## src/rtl/dmem_arbiter_pkg.sv

```systemverilog
// Shared encodings for the data-memory arbiter: response owner, arbiter state,
// round-robin history and lock counter sizing.
package dmem_arbiter_pkg;

  typedef enum logic [1:0] {
    OWN_NONE = 2'b00,
    OWN_CORE = 2'b01,
    OWN_DMA  = 2'b10
  } owner_e;

  typedef enum logic {
    ST_ARB    = 1'b0,
    ST_LOCKED = 1'b1
  } state_e;

  typedef enum logic {
    LAST_CORE = 1'b0,
    LAST_DMA  = 1'b1
  } last_e;

  function automatic int lock_cnt_width(input int max_lock);
    return $clog2(max_lock + 1);
  endfunction

endpackage

```

## src/rtl/dmem_arbiter.sv

```systemverilog
// Two-port arbiter for a shared single-port data memory: round-robin between
// core and DMA, bounded DMA burst lock, and read-response routing.
module dmem_arbiter
  import dmem_arbiter_pkg::*;
#(
  parameter int ADDR_W   = 32,
  parameter int DATA_W   = 32,
  parameter int MAX_LOCK = 8
) (
  input  logic              clk,
  input  logic              rst_n,
  input  logic              c_req,
  input  logic              c_we,
  input  logic [ADDR_W-1:0] c_addr,
  input  logic [DATA_W-1:0] c_wdata,
  output logic              c_gnt,
  output logic              c_rvalid,
  output logic [DATA_W-1:0] c_rdata,
  input  logic              d_req,
  input  logic              d_we,
  input  logic              d_lock,
  input  logic [ADDR_W-1:0] d_addr,
  input  logic [DATA_W-1:0] d_wdata,
  output logic              d_gnt,
  output logic              d_rvalid,
  output logic [DATA_W-1:0] d_rdata,
  output logic              mem_en,
  output logic              mem_we,
  output logic [ADDR_W-1:0] mem_addr,
  output logic [DATA_W-1:0] mem_wdata,
  input  logic [DATA_W-1:0] mem_rdata
);

  localparam int LOCK_W = lock_cnt_width(MAX_LOCK);

  state_e            state_q, state_d;
  last_e             last_q, last_d;
  logic [LOCK_W-1:0] lock_cnt_q, lock_cnt_d;
  owner_e            rsp_owner_q, rsp_owner_d;
  logic              lock_max;

  assign lock_max = (lock_cnt_q == LOCK_W'(MAX_LOCK));

  always_ff @(posedge clk or negedge rst_n) begin
    if (!rst_n) begin
      state_q     <= ST_ARB;
      last_q      <= LAST_DMA;
      lock_cnt_q  <= '0;
      rsp_owner_q <= OWN_NONE;
    end else begin
      state_q     <= state_d;
      last_q      <= last_d;
      lock_cnt_q  <= lock_cnt_d;
      rsp_owner_q <= rsp_owner_d;
    end
  end

  always_comb begin
    state_d     = state_q;
    last_d      = last_q;
    lock_cnt_d  = lock_cnt_q;
    rsp_owner_d = OWN_NONE;
    if (c_gnt) begin
      last_d = LAST_CORE;
      if (!c_we) rsp_owner_d = OWN_CORE;
    end
    if (d_gnt) begin
      last_d = LAST_DMA;
      if (!d_we) rsp_owner_d = OWN_DMA;
    end
    case (state_q)
      ST_ARB: begin
        if (d_gnt && d_lock) begin
          state_d    = ST_LOCKED;
          lock_cnt_d = LOCK_W'(1);
        end
      end
      default: begin
        // Staying locked needs a granted DMA cycle that asks to keep the lock.
        if (d_gnt && d_lock) begin
          if (!lock_max) lock_cnt_d = lock_cnt_q + LOCK_W'(1);
        end else begin
          state_d    = ST_ARB;
          lock_cnt_d = '0;
        end
      end
    endcase
  end

  always_comb begin
    c_gnt = 1'b0;
    d_gnt = 1'b0;
    // Grants are gated by rst_n so nothing reaches the memory while in reset.
    if (rst_n) begin
      if (state_q == ST_LOCKED) begin
        if (lock_max && c_req) c_gnt = 1'b1;
        else if (d_req)        d_gnt = 1'b1;
        else if (c_req)        c_gnt = 1'b1;
      end else if (c_req && d_req) begin
        c_gnt = (last_q == LAST_DMA);
        d_gnt = (last_q == LAST_CORE);
      end else begin
        c_gnt = c_req;
        d_gnt = d_req;
      end
    end

    mem_en    = c_gnt | d_gnt;
    mem_we    = 1'b0;
    mem_addr  = '0;
    mem_wdata = '0;
    if (c_gnt) begin
      mem_we    = c_we;
      mem_addr  = c_addr;
      mem_wdata = c_wdata;
    end else if (d_gnt) begin
      mem_we    = d_we;
      mem_addr  = d_addr;
      mem_wdata = d_wdata;
    end

    c_rvalid = (rsp_owner_q == OWN_CORE);
    d_rvalid = (rsp_owner_q == OWN_DMA);
    c_rdata  = c_rvalid ? mem_rdata : '0;
    d_rdata  = d_rvalid ? mem_rdata : '0;
  end

endmodule

```

## config.mk

```make
export PLATFORM = sky130hd
export DESIGN_NAME = dmem_arbiter
export DESIGN_NICKNAME = d
export VERILOG_FILES = /design/src/rtl/dmem_arbiter_pkg.sv /design/src/rtl/dmem_arbiter.sv
export SDC_FILE = /design/constraint.sdc
export NUM_CORES = 1
export LEC_CHECK = 0
export BUFFER_PORTS_ARGS = -buffer_cell sky130_fd_sc_hd__buf_2
export CORE_AREA = 2 2 117 119
export CTS_CLUSTER_SIZE = 40
export DETAILED_ROUTE_END_ITERATION = 6
export DIE_AREA = 0 0 119 121
export HOLD_SLACK_MARGIN = 0.03
export PLACE_DENSITY = 0.55
export RECOVER_POWER = 50
export SETUP_SLACK_MARGIN = 0.15
export SLEW_MARGIN = 20
export SYNTH_ARGS = -nofsm -noshare
export SYNTH_HDL_FRONTEND = slang
export SYNTH_SLANG_ARGS = --single-unit
```

## constraint.sdc

```tcl
create_clock -name clk -period 1.85 [get_ports clk]
set_input_delay 0.0925 -clock clk [delete_from_list [all_inputs] [get_ports clk]]
set_output_delay 0.0925 -clock clk [all_outputs]
set_load 0.01 [all_outputs]
```

==> metrics, run 1 <==
run status=finished with violations; violated checks=negative setup slack; GPL Wtd Cong=0.805; Fillers=1,410; synth cell count leaders=and2_1, a22o_1, buf_2, clkbuf_1, dfrtp_1; syn_nets=372; final setup margin=-0.222 ns; Clock Skews=0.00657 ns; root buf cell=clkbuf_16; hold endpoint=rsp_owner_q[0]$_DFF_PN0_; worst slew pin tran=0.509 ns; RR Startpoint=lock_cnt_q[1]$_DFFE_PN0P_; Post-synth EDFFs=0; Setup violations, final=66; number of global-route vias before repair=2,631; Yosys warning total=0; die area=14,400 sq um; period utilization=112%; Rel. slew slack=66.1%; Routed Antenna Nets=0; largest net degree at the start of global routing=35; post-synthesis sequential area ratio=about an eighth; drt via density=~4.2; top-count cell post-synth=and2_1; max_cap viols=0; Clock H-tree levels=1; Skew-Pair Late Insertion Delay=0.24 ns; FFs w/ async S/R, synth=100%; critical path peak fanout=8; Mapped Avg Cell Area=just under 8 sq um; Synth area leaders=a22o_1, and2_1, dfrtp_1; GRT Total Usage=15.0%; reg2reg end=rsp_owner_q[0]$_DFF_PN0_; synth-to-layout area growth=149%; Top FF cell, synth=dfrtp_1; CTS tree=done; core region area=around 13,000 sq um; fin util=30.5%; post-DP HPWL=8900 um; top-area cell type share of the netlist area=35.4%; first-pass GRT wire length=~16,000 um; final slew viol count=0; leading area contributor after synthesis=a22o_1; WL final=between 10,000 and 15,000 um; WL per Instance=18.3 um; Fin. Hold Viols=0; WP data arrival=1.98 ns; critical path class=reg -> out; clock sink count=8; Hold/Removal Path Class=in -> reg; Leak=0.00234 uW; hold path start=c_we; Die X=approximately 120 um; IO Port Bufs=300; Initial Util=12.3%; Hold Slack=between 0.03 and 0.04 ns; RSZ-0062 raised after global routing=true; synthesized flop and latch total=8; Worst Hold Path Cells=2; maximum VDD drop=0.000320 V; Critical Path RT=1.76 ns; initial antenna violation count=7; Die Span Y=~120 um; r2r worst-path depth=9; share of cells above drive strength 1=about 67%; Post-Syn Area=1610 sq um; pre-CTS WS=-0.0620 ns; DR DRC count=0; DR pass1 iterations=4; P per Cell Area=387 nW/um^2; fin nets=693; initial drt markers=about 140; TritonCTS Buffers=3; Yosys cell types=30; total congestion overflow=0; Critical Path Start Type=register; site row count=42; CTS max path bufs=2; crit end category=primary output; num ports=301; fin crit period=2.07 ns; Post-Synthesis Cells=203; reg2reg setup slack=0.08 ns; routed vias=2,958; max frequency=between 0.4 and 0.5 GHz; Worst-path clk slew=about 0.04 ns
logic make-up (layout without fill, tap and decap cells):
logic type               after synthesis  in the layout  share of synthesized area (%)
AND/OR/NAND/NOR                       92             92                           35.7
other                                  0              3                              0
AO/OA/AOI/OAI                         77             77                           41.0
flip-flops                             8              8                           12.5
buffers and inverters                 24            344                           9.19
adder cells (fa/ha/maj)                2              2                           1.56
what timing repair did:
item	CTS	global route
hold endpoints to repair	9	0
pin swaps	4	49
endpoints found under the setup margin	67	68
hold buffers	2	0
cloned	8	6
resized for setup	19	12
buffers inserted	9	6
layer usage:
metal,vias to the layer above,track usage (%),share of wire [%]
met5,-,0,0.10
met2,195,26.2,48
met4,2,1.34,0.83
met3,14,3.85,10
met1,1325,19.3,41
li1,1422,-,-
cells in the final DEF, fill, tap and decap left out, drive strengths merged, types with 2 or more instances in the layout:
master,netlist,routed
buf,14,325
nand3b,3,3
o211ai,3,3
inv,3,3
and2,67,67
nor2b,4,4
a31oi,2,2
nand3,6,6
ha,2,2
diode,0,3
a22o,65,65
clkbuf,7,14
dfrtp,7,7
nand4b,2,2
dlygate4sd3,0,2
a21oi,3,3
nand2,3,3
worst max-delay path by stage:
stage,start,to,slack [ns]
after CTS,lock_cnt_q[0]$_DFFE_PN0P_,mem_wdata[24],-0.16
final,lock_cnt_q[1]$_DFFE_PN0P_,mem_addr[20],-0.22
after floorplan,lock_cnt_q[0]$_DFFE_PN0P_,mem_addr[0],0.25
after detailed placement,lock_cnt_q[0]$_DFFE_PN0P_,mem_wdata[20],-0.06
after global placement,lock_cnt_q[0]$_DFFE_PN0P_,mem_wdata[20],-0.03
after global routing,lock_cnt_q[1]$_DFFE_PN0P_,mem_wdata[7],-0.30
flip-flops by register name, summed over array words and instances (netlist names):
register and cells:
state_q 1, rsp_owner_q 2, lock_cnt_q 4, last_q 1
layout make-up:
class	count	area, sq um	area share, %
sequential	8	201	5.04
antenna	3	7.51	0.188
clock buffer	4	78.8	1.97
timing repair buffer	337	2150	53.8
multi-input combinational	171	1330	33.2
tap	176	220	5.51
inverter	3	11.3	0.282
where the power goes:
| group | switching (uW) | total [uW] | leakage [uW] | internal, uW |
|---|---|---|---|---|
| registers | 12.5 | 204 | 0.000105 | 191 |
| logic | 432 | 960 | 0.00220 | 528 |
| clock network | 93.2 | 381 | 0.0000382 | 288 |
| total | 538 | 1550 | 0.00234 | 1010 |
critical path: stages (launching register included):
cell	delay, ns
dfrtp_1	0.38
inv_2	0.09
ha_4	0.15
nand4b_1	0.19
a31oi_4	0.28
buf_6	0.13
buf_12	0.12
clkbuf_16	0.16
a22o_1	0.12
buf_2	0.12
stage by stage:
step	instance area [sq um]	power, uW	setup TNS [ns]	instances
after floorplan	1610	544	0	203
after global placement	3280	918	-0.0586	664
after detailed placement	3280	917	-0.171	664
after CTS	3770	1470	-8.74	687
after global routing	3990	1620	-16.29	699
final	3990	1550	-12.48	702
Power figures use the tool's default switching activity.
==> run 2: changes to the inputs <==
--- a/config.mk
+++ b/config.mk
@@ -14,6 +14,7 @@
 export PLACE_DENSITY = 0.55
 export RECOVER_POWER = 50
 export SETUP_SLACK_MARGIN = 0.15
+export SKIP_LAST_GASP = 1
 export SLEW_MARGIN = 20
 export SYNTH_ARGS = -nofsm -noshare
 export SYNTH_HDL_FRONTEND = slang
==> run 2 against run 1 <==
Against the previous run:
- the run still ends with negative setup slack left
- via count shrank 0.17%
- largest cell class unchanged
- critical path type unchanged
- sequential cell count did not move
- sequential power is essentially flat
==> metrics, run 2 (synthesized netlist as in run 1, its figures left out) <==
root buf cell=clkbuf_16; GPL Wtd Cong=0.805 (unchanged); initial drt markers=179 (+27%); Clock Skews=0.00657 ns (-0.00000343 ns); largest registers=lock_cnt_q x4, rsp_owner_q x2; die area=14,400 sq um (unchanged); Setup violations, final=66 (unchanged); max_cap viols=0 (unchanged); core region area=13,100 sq um (unchanged); WP data arrival=1.98 ns (about the same); Top reg by flops=lock_cnt_q; Met2 Routed Length=6140 um (about the same); Skew-Pair Late Insertion Delay=0.24 ns (about the same); initial antenna violation count=7 (unchanged); Die Span Y=121 um (unchanged); RR Startpoint=lock_cnt_q[1]$_DFFE_PN0P_; site row count=42 (unchanged); num ports=301 (unchanged); Rel. slew slack=66.1% (about the same); Worst Hold Path Cells=2 (unchanged); share of cells above drive strength 1=66.5% (unchanged); Leak=0.00235 uW (+0.33%); run status=finished with violations; Fin. Hold Viols=0 (unchanged); max frequency=0.482 GHz (-0.18%); reg2reg end=rsp_owner_q[0]$_DFF_PN0_; period utilization=112% (+0.20 points); Largest register FFs=4 (unchanged); maximum VDD drop=0.000319 V (-0.15%); CTS tree=done; Die X=119 um (unchanged); Hold/Removal Path Class=in -> reg; dpl cell area=3280 sq um (unchanged); highest routing layer actually used=met5; critical path peak fanout=8 (unchanged); RSZ-0062 raised after global routing=true; metal3 WL=1350 um (+4.3%); largest net degree at the start of global routing=35 (unchanged); P per Cell Area=387 nW/um^2 (about the same); WL per Instance=18.2 um (-0.31%); design area=3990 sq um (unchanged); clock sink count=8 (unchanged); r2r worst-path depth=9 (unchanged); GRT Total Usage=15.0% (about the same); critical path class=reg -> out; Final TNS setup=-13.22 ns (-0.742 ns); final slew viol count=0 (unchanged); CTS max path bufs=2 (unchanged); number of global-route vias before repair=2,631 (unchanged); DR DRC count=0 (unchanged); reg2reg setup slack=0.08 ns (about the same); total congestion overflow=0 (unchanged); TritonCTS Buffers=3 (unchanged); synth-to-layout area growth=149% (unchanged); drt via density=4.21 (-0.17%); post-DP HPWL=8900 um (unchanged); hold path start=c_we; met1 WL=5170 um (-1.9%); IO Port Bufs=300 (unchanged); crit end category=primary output; Initial Util=12.3% (unchanged); Fillers=1,410 (unchanged); violated checks=negative setup slack; worst slew pin tran=0.509 ns (+0.0000129 ns); Clock H-tree levels=1 (unchanged); fin crit period=2.08 ns (+0.00370 ns); hold endpoint=rsp_owner_q[0]$_DFF_PN0_; Routed Antenna Nets=0 (unchanged); Worst-path clk slew=0.04 ns (about the same); WL final=12,800 um (-0.31%); Critical Path Start Type=register; Critical Path RT=1.76 ns (about the same); first-pass GRT wire length=16,200 um (about the same); most frequent cells in the layout=buf_2, and2_1, a22o_1; DR pass1 iterations=4 (unchanged); commonest non-fill, non-tap cell in the layout=buf_2; routed vias=2,953 (-0.17%); final setup margin=-0.226 ns (-0.00370 ns); fin nets=693 (unchanged)
-- run 2: how the worst max path moves through the flow --
stage	from	end	slack (ns)	cells past startpoint
final	lock_cnt_q[1]$_DFFE_PN0P_	mem_wdata[12]	-0.23	9
after global routing	lock_cnt_q[1]$_DFFE_PN0P_	mem_wdata[7]	-0.30	9
after CTS	lock_cnt_q[0]$_DFFE_PN0P_	mem_wdata[24]	-0.16	7
after detailed placement	lock_cnt_q[0]$_DFFE_PN0P_	mem_wdata[20]	-0.06	7
after global placement	lock_cnt_q[0]$_DFFE_PN0P_	mem_wdata[20]	-0.03	7
after floorplan	lock_cnt_q[0]$_DFFE_PN0P_	mem_addr[0]	0.25	7
-- run 2: stage by stage --
step	power [uW]	instances	util [%]	setup WS, ns	hold WS [ns]
2_1_floorplan	544	203	-	0.249	-0.203
3_3_place_gp	918	664	25.0	-0.0345	-0.0667
3_5_place_dp	917	664	25.0	-0.0620	-0.0672
4_1_cts	1470	687	28.8	-0.158	0.0302
5_1_grt	1620	699	30.5	-0.298	0.0480
6_report	1550	702	30.5	-0.226	0.0369
-- run 2: area by class of cell --
cell class | count | area [sq um] | share of cell area (%)
Sequential cell | 8 | 201 | 5.04
Tap cell | 176 | 220 | 5.51
Clock buffer | 4 | 78.8 | 1.97
Timing Repair Buffer | 337 | 2150 | 53.8
Antenna cell | 3 | 7.51 | 0.188
Inverter | 3 | 11.3 | 0.282
Multi-Input combinational cell | 171 | 1330 | 33.2
-- run 2: timing repair --
| action | in CTS | in global routing |
|---|---|---|
| setup buffers | 9 | 6 |
| cloned | 8 | 6 |
| pin swaps | 4 | 49 |
| resized for setup | 18 | 9 |
| setup endpoints to repair | 67 | 68 |
| hold buffers | 2 | 0 |
| hold endpoints to repair | 9 | 0 |
-- run 2: report_power, final --
group	switching (uW)	internal (uW)
Sequential	12.5	191
Clock	93.1	288
Combinational	430	532
Total	535	1010
-- run 2: critical path: stages (launching register included) --
cell	delay, ns
dfrtp_1	0.38
inv_2	0.09
ha_4	0.15
nand4b_1	0.19
a31oi_4	0.28
buf_6	0.13
buf_12	0.12
clkbuf_16	0.16
a22o_1	0.12
buf_2	0.12
-- run 2: metal layers --
layer / vias to the layer above / global-route usage [%]
li1: 1423 / -
met3: 14 / 3.85
met1: 1320 / 19.3
met4: 2 / 1.34
met5: - / 0
met2: 194 / 26.2
==> run 3: changes to the inputs <==
--- a/config.mk
+++ b/config.mk
@@ -14,6 +14,7 @@
 export PLACE_DENSITY = 0.55
 export RECOVER_POWER = 50
 export SETUP_SLACK_MARGIN = 0.15
+export SKIP_CTS_REPAIR_TIMING = 1
 export SKIP_LAST_GASP = 1
 export SLEW_MARGIN = 20
 export SYNTH_ARGS = -nofsm -noshare
==> run 3 against run 2 <==
Against the previous run:
- the run still ends with negative setup slack left
- power is 7.8% lower
- worst setup slack better by 0.11 ns
- sequential power hardly changed
- register-to-register slack better by 0.10 ns
- final cell count is 2.4% lower
- combinational power is 12% lower
- critical path type unchanged
- critical endpoint is now mem_wdata[8]
- largest cell class unchanged
- largest power group unchanged
==> metrics, run 3 (synthesized netlist as in run 1, its figures left out) <==
critical path class=reg -> out; design area=3680 sq um (-7.8%); Top reg by flops=lock_cnt_q; synth-to-layout area growth=129%; fin crit period=1.96 ns (-0.114 ns); share of cells above drive strength 1=65.7% (-0.86 points); initial drt markers=125 (-30%); Largest register FFs=4 (unchanged); largest net degree at the start of global routing=69 (+97%); routed vias=2,841 (-3.8%); RSZ-0062 raised after global routing=true; DR DRC count=0 (unchanged); max_cap viols=0 (unchanged); GRT Total Usage=12.6% (-2.5 points); final setup margin=-0.112 ns (+0.114 ns); Hold/Removal Path Class=in -> reg; Setup violations, final=65 (-1.5%); WL final=11,800 um (-7.7%); Multi-input gate area=1330 sq um (unchanged); run status=finished with violations; number of global-route vias before repair=2,385 (-9.4%); Fin. Hold Viols=0 (unchanged); Rel. slew slack=77.5% (+11 points); Layout Cells excl Fill=685 (-2.4%); first-pass GRT wire length=13,900 um (-14%); max frequency=0.510 GHz (+5.8%); cell count after placement=664 (unchanged); most frequent cells in the layout=buf_2, and2_1, a22o_1; core region area=13,100 sq um (unchanged); site row count=42 (unchanged); violated checks=negative setup slack; Final TNS setup=-5.50 ns (+7.72 ns); GPL Wtd Cong=0.805 (unchanged); WP data arrival=1.87 ns (-0.11 ns); Die X=119 um (unchanged); met1 WL=5030 um (-2.8%); maximum VDD drop=0.000304 V (-4.8%); Worst-path clk slew=0.04 ns (about the same); Skew-Pair Late Insertion Delay=0.23 ns (about the same); Met2 Routed Length=5680 um (-7.5%); Critical Path RT=1.76 ns (about the same); P per Cell Area=387 nW/um^2 (about the same); fin nets=677 (-2.3%); pre-CTS WS=-0.0620 ns (unchanged); die area=14,400 sq um (unchanged); clock sink count=8 (unchanged); CTS tree=done; Clock H-tree levels=1 (unchanged); commonest non-fill, non-tap cell in the layout=buf_2; WL per Instance=17.2 um (-5.4%); num ports=301 (unchanged); DR pass1 iterations=4 (unchanged); dpl cell area=3280 sq um (unchanged); IO Port Bufs=300 (unchanged); Clock Skews=0.00464 ns (-0.00193 ns); Routed Antenna Nets=0 (unchanged); critical path peak fanout=8 (unchanged); largest registers=lock_cnt_q x4, rsp_owner_q x2; highest routing layer actually used=met5; Initial Util=12.3% (unchanged); Storage cell area=201 sq um (unchanged); Critical Path Start Type=register; Die Span Y=121 um (unchanged); post-DP HPWL=8900 um (unchanged); Leak=0.00220 uW (-6.1%); TritonCTS Buffers=3 (unchanged); final slew viol count=0 (unchanged); drt via density=4.15 (-1.4%); total congestion overflow=0 (unchanged); Fillers=1,436 (+1.8%); worst slew pin tran=0.337 ns (-0.172 ns); metal3 WL=1020 um (-24%); initial antenna violation count=6 (-1); CTS max path bufs=2 (unchanged); period utilization=106% (-6.2 points); crit end category=primary output; root buf cell=clkbuf_16
==> run 3: final cells by class <==
| class | count | area share (%) |
|---|---|---|
| Inverter | 3 | 0.306 |
| Clock buffer | 4 | 2.14 |
| Sequential cell | 8 | 5.47 |
| Timing Repair Buffer | 321 | 49.9 |
| Multi-Input combinational cell | 171 | 36.1 |
| Tap cell | 176 | 5.98 |
| Antenna cell | 2 | 0.136 |
==> run 3: where the power goes <==
group	switching [uW]	internal, uW
registers	14.1	191
logic	394	449
clock network	89.9	288
total	498	928
==> run 3: worst paths after layout <==
kind / depth (start not counted) / slack (ns) / startpoint / endpoint
max in group asynchronous: 3 / 0.99 / rst_n / rsp_owner_q[0]$_DFF_PN0_
min in group asynchronous: 2 / 0.33 / rst_n / state_q$_DFF_PN0_
setup reg to reg: 8 / 0.18 / lock_cnt_q[0]$_DFFE_PN0P_ / rsp_owner_q[0]$_DFF_PN0_
hold reg to reg: 2 / 0.52 / last_q$_DFFE_PN1P_ / last_q$_DFFE_PN1P_
setup / recovery: 8 / -0.11 / lock_cnt_q[0]$_DFFE_PN0P_ / mem_wdata[8]
hold / removal: 2 / 0.03 / d_we / rsp_owner_q[1]$_DFF_PN0_
==> run 3: per-stage QoR <==
stage	utilization, %	total power (uW)	hold WS [ns]
after floorplan	-	544	-0.203
final	28.1	1430	0.0347
after detailed placement	25.0	917	-0.0672
after global placement	25.0	918	-0.0667
after CTS	25.6	1300	-0.311
after global routing	28.1	1510	0.0407
==> run 3: metal layers <==
layer	vias to the layer above	GRT usage [%]
met2	163	21.7
met5	-	0
met4	2	1.34
li1	1380	-
met1	1286	15.9
met3	10	3.85
==> run 3: critical path, stage by stage, from the launching register on <==
cell and delay (ns):
dfrtp_1 0.40, inv_2 0.08, ha_4 0.13, nand4b_1 0.18
a31oi_4 0.21, buf_12 0.17, clkbuf_16 0.17, a22o_1 0.15
buf_2 0.13
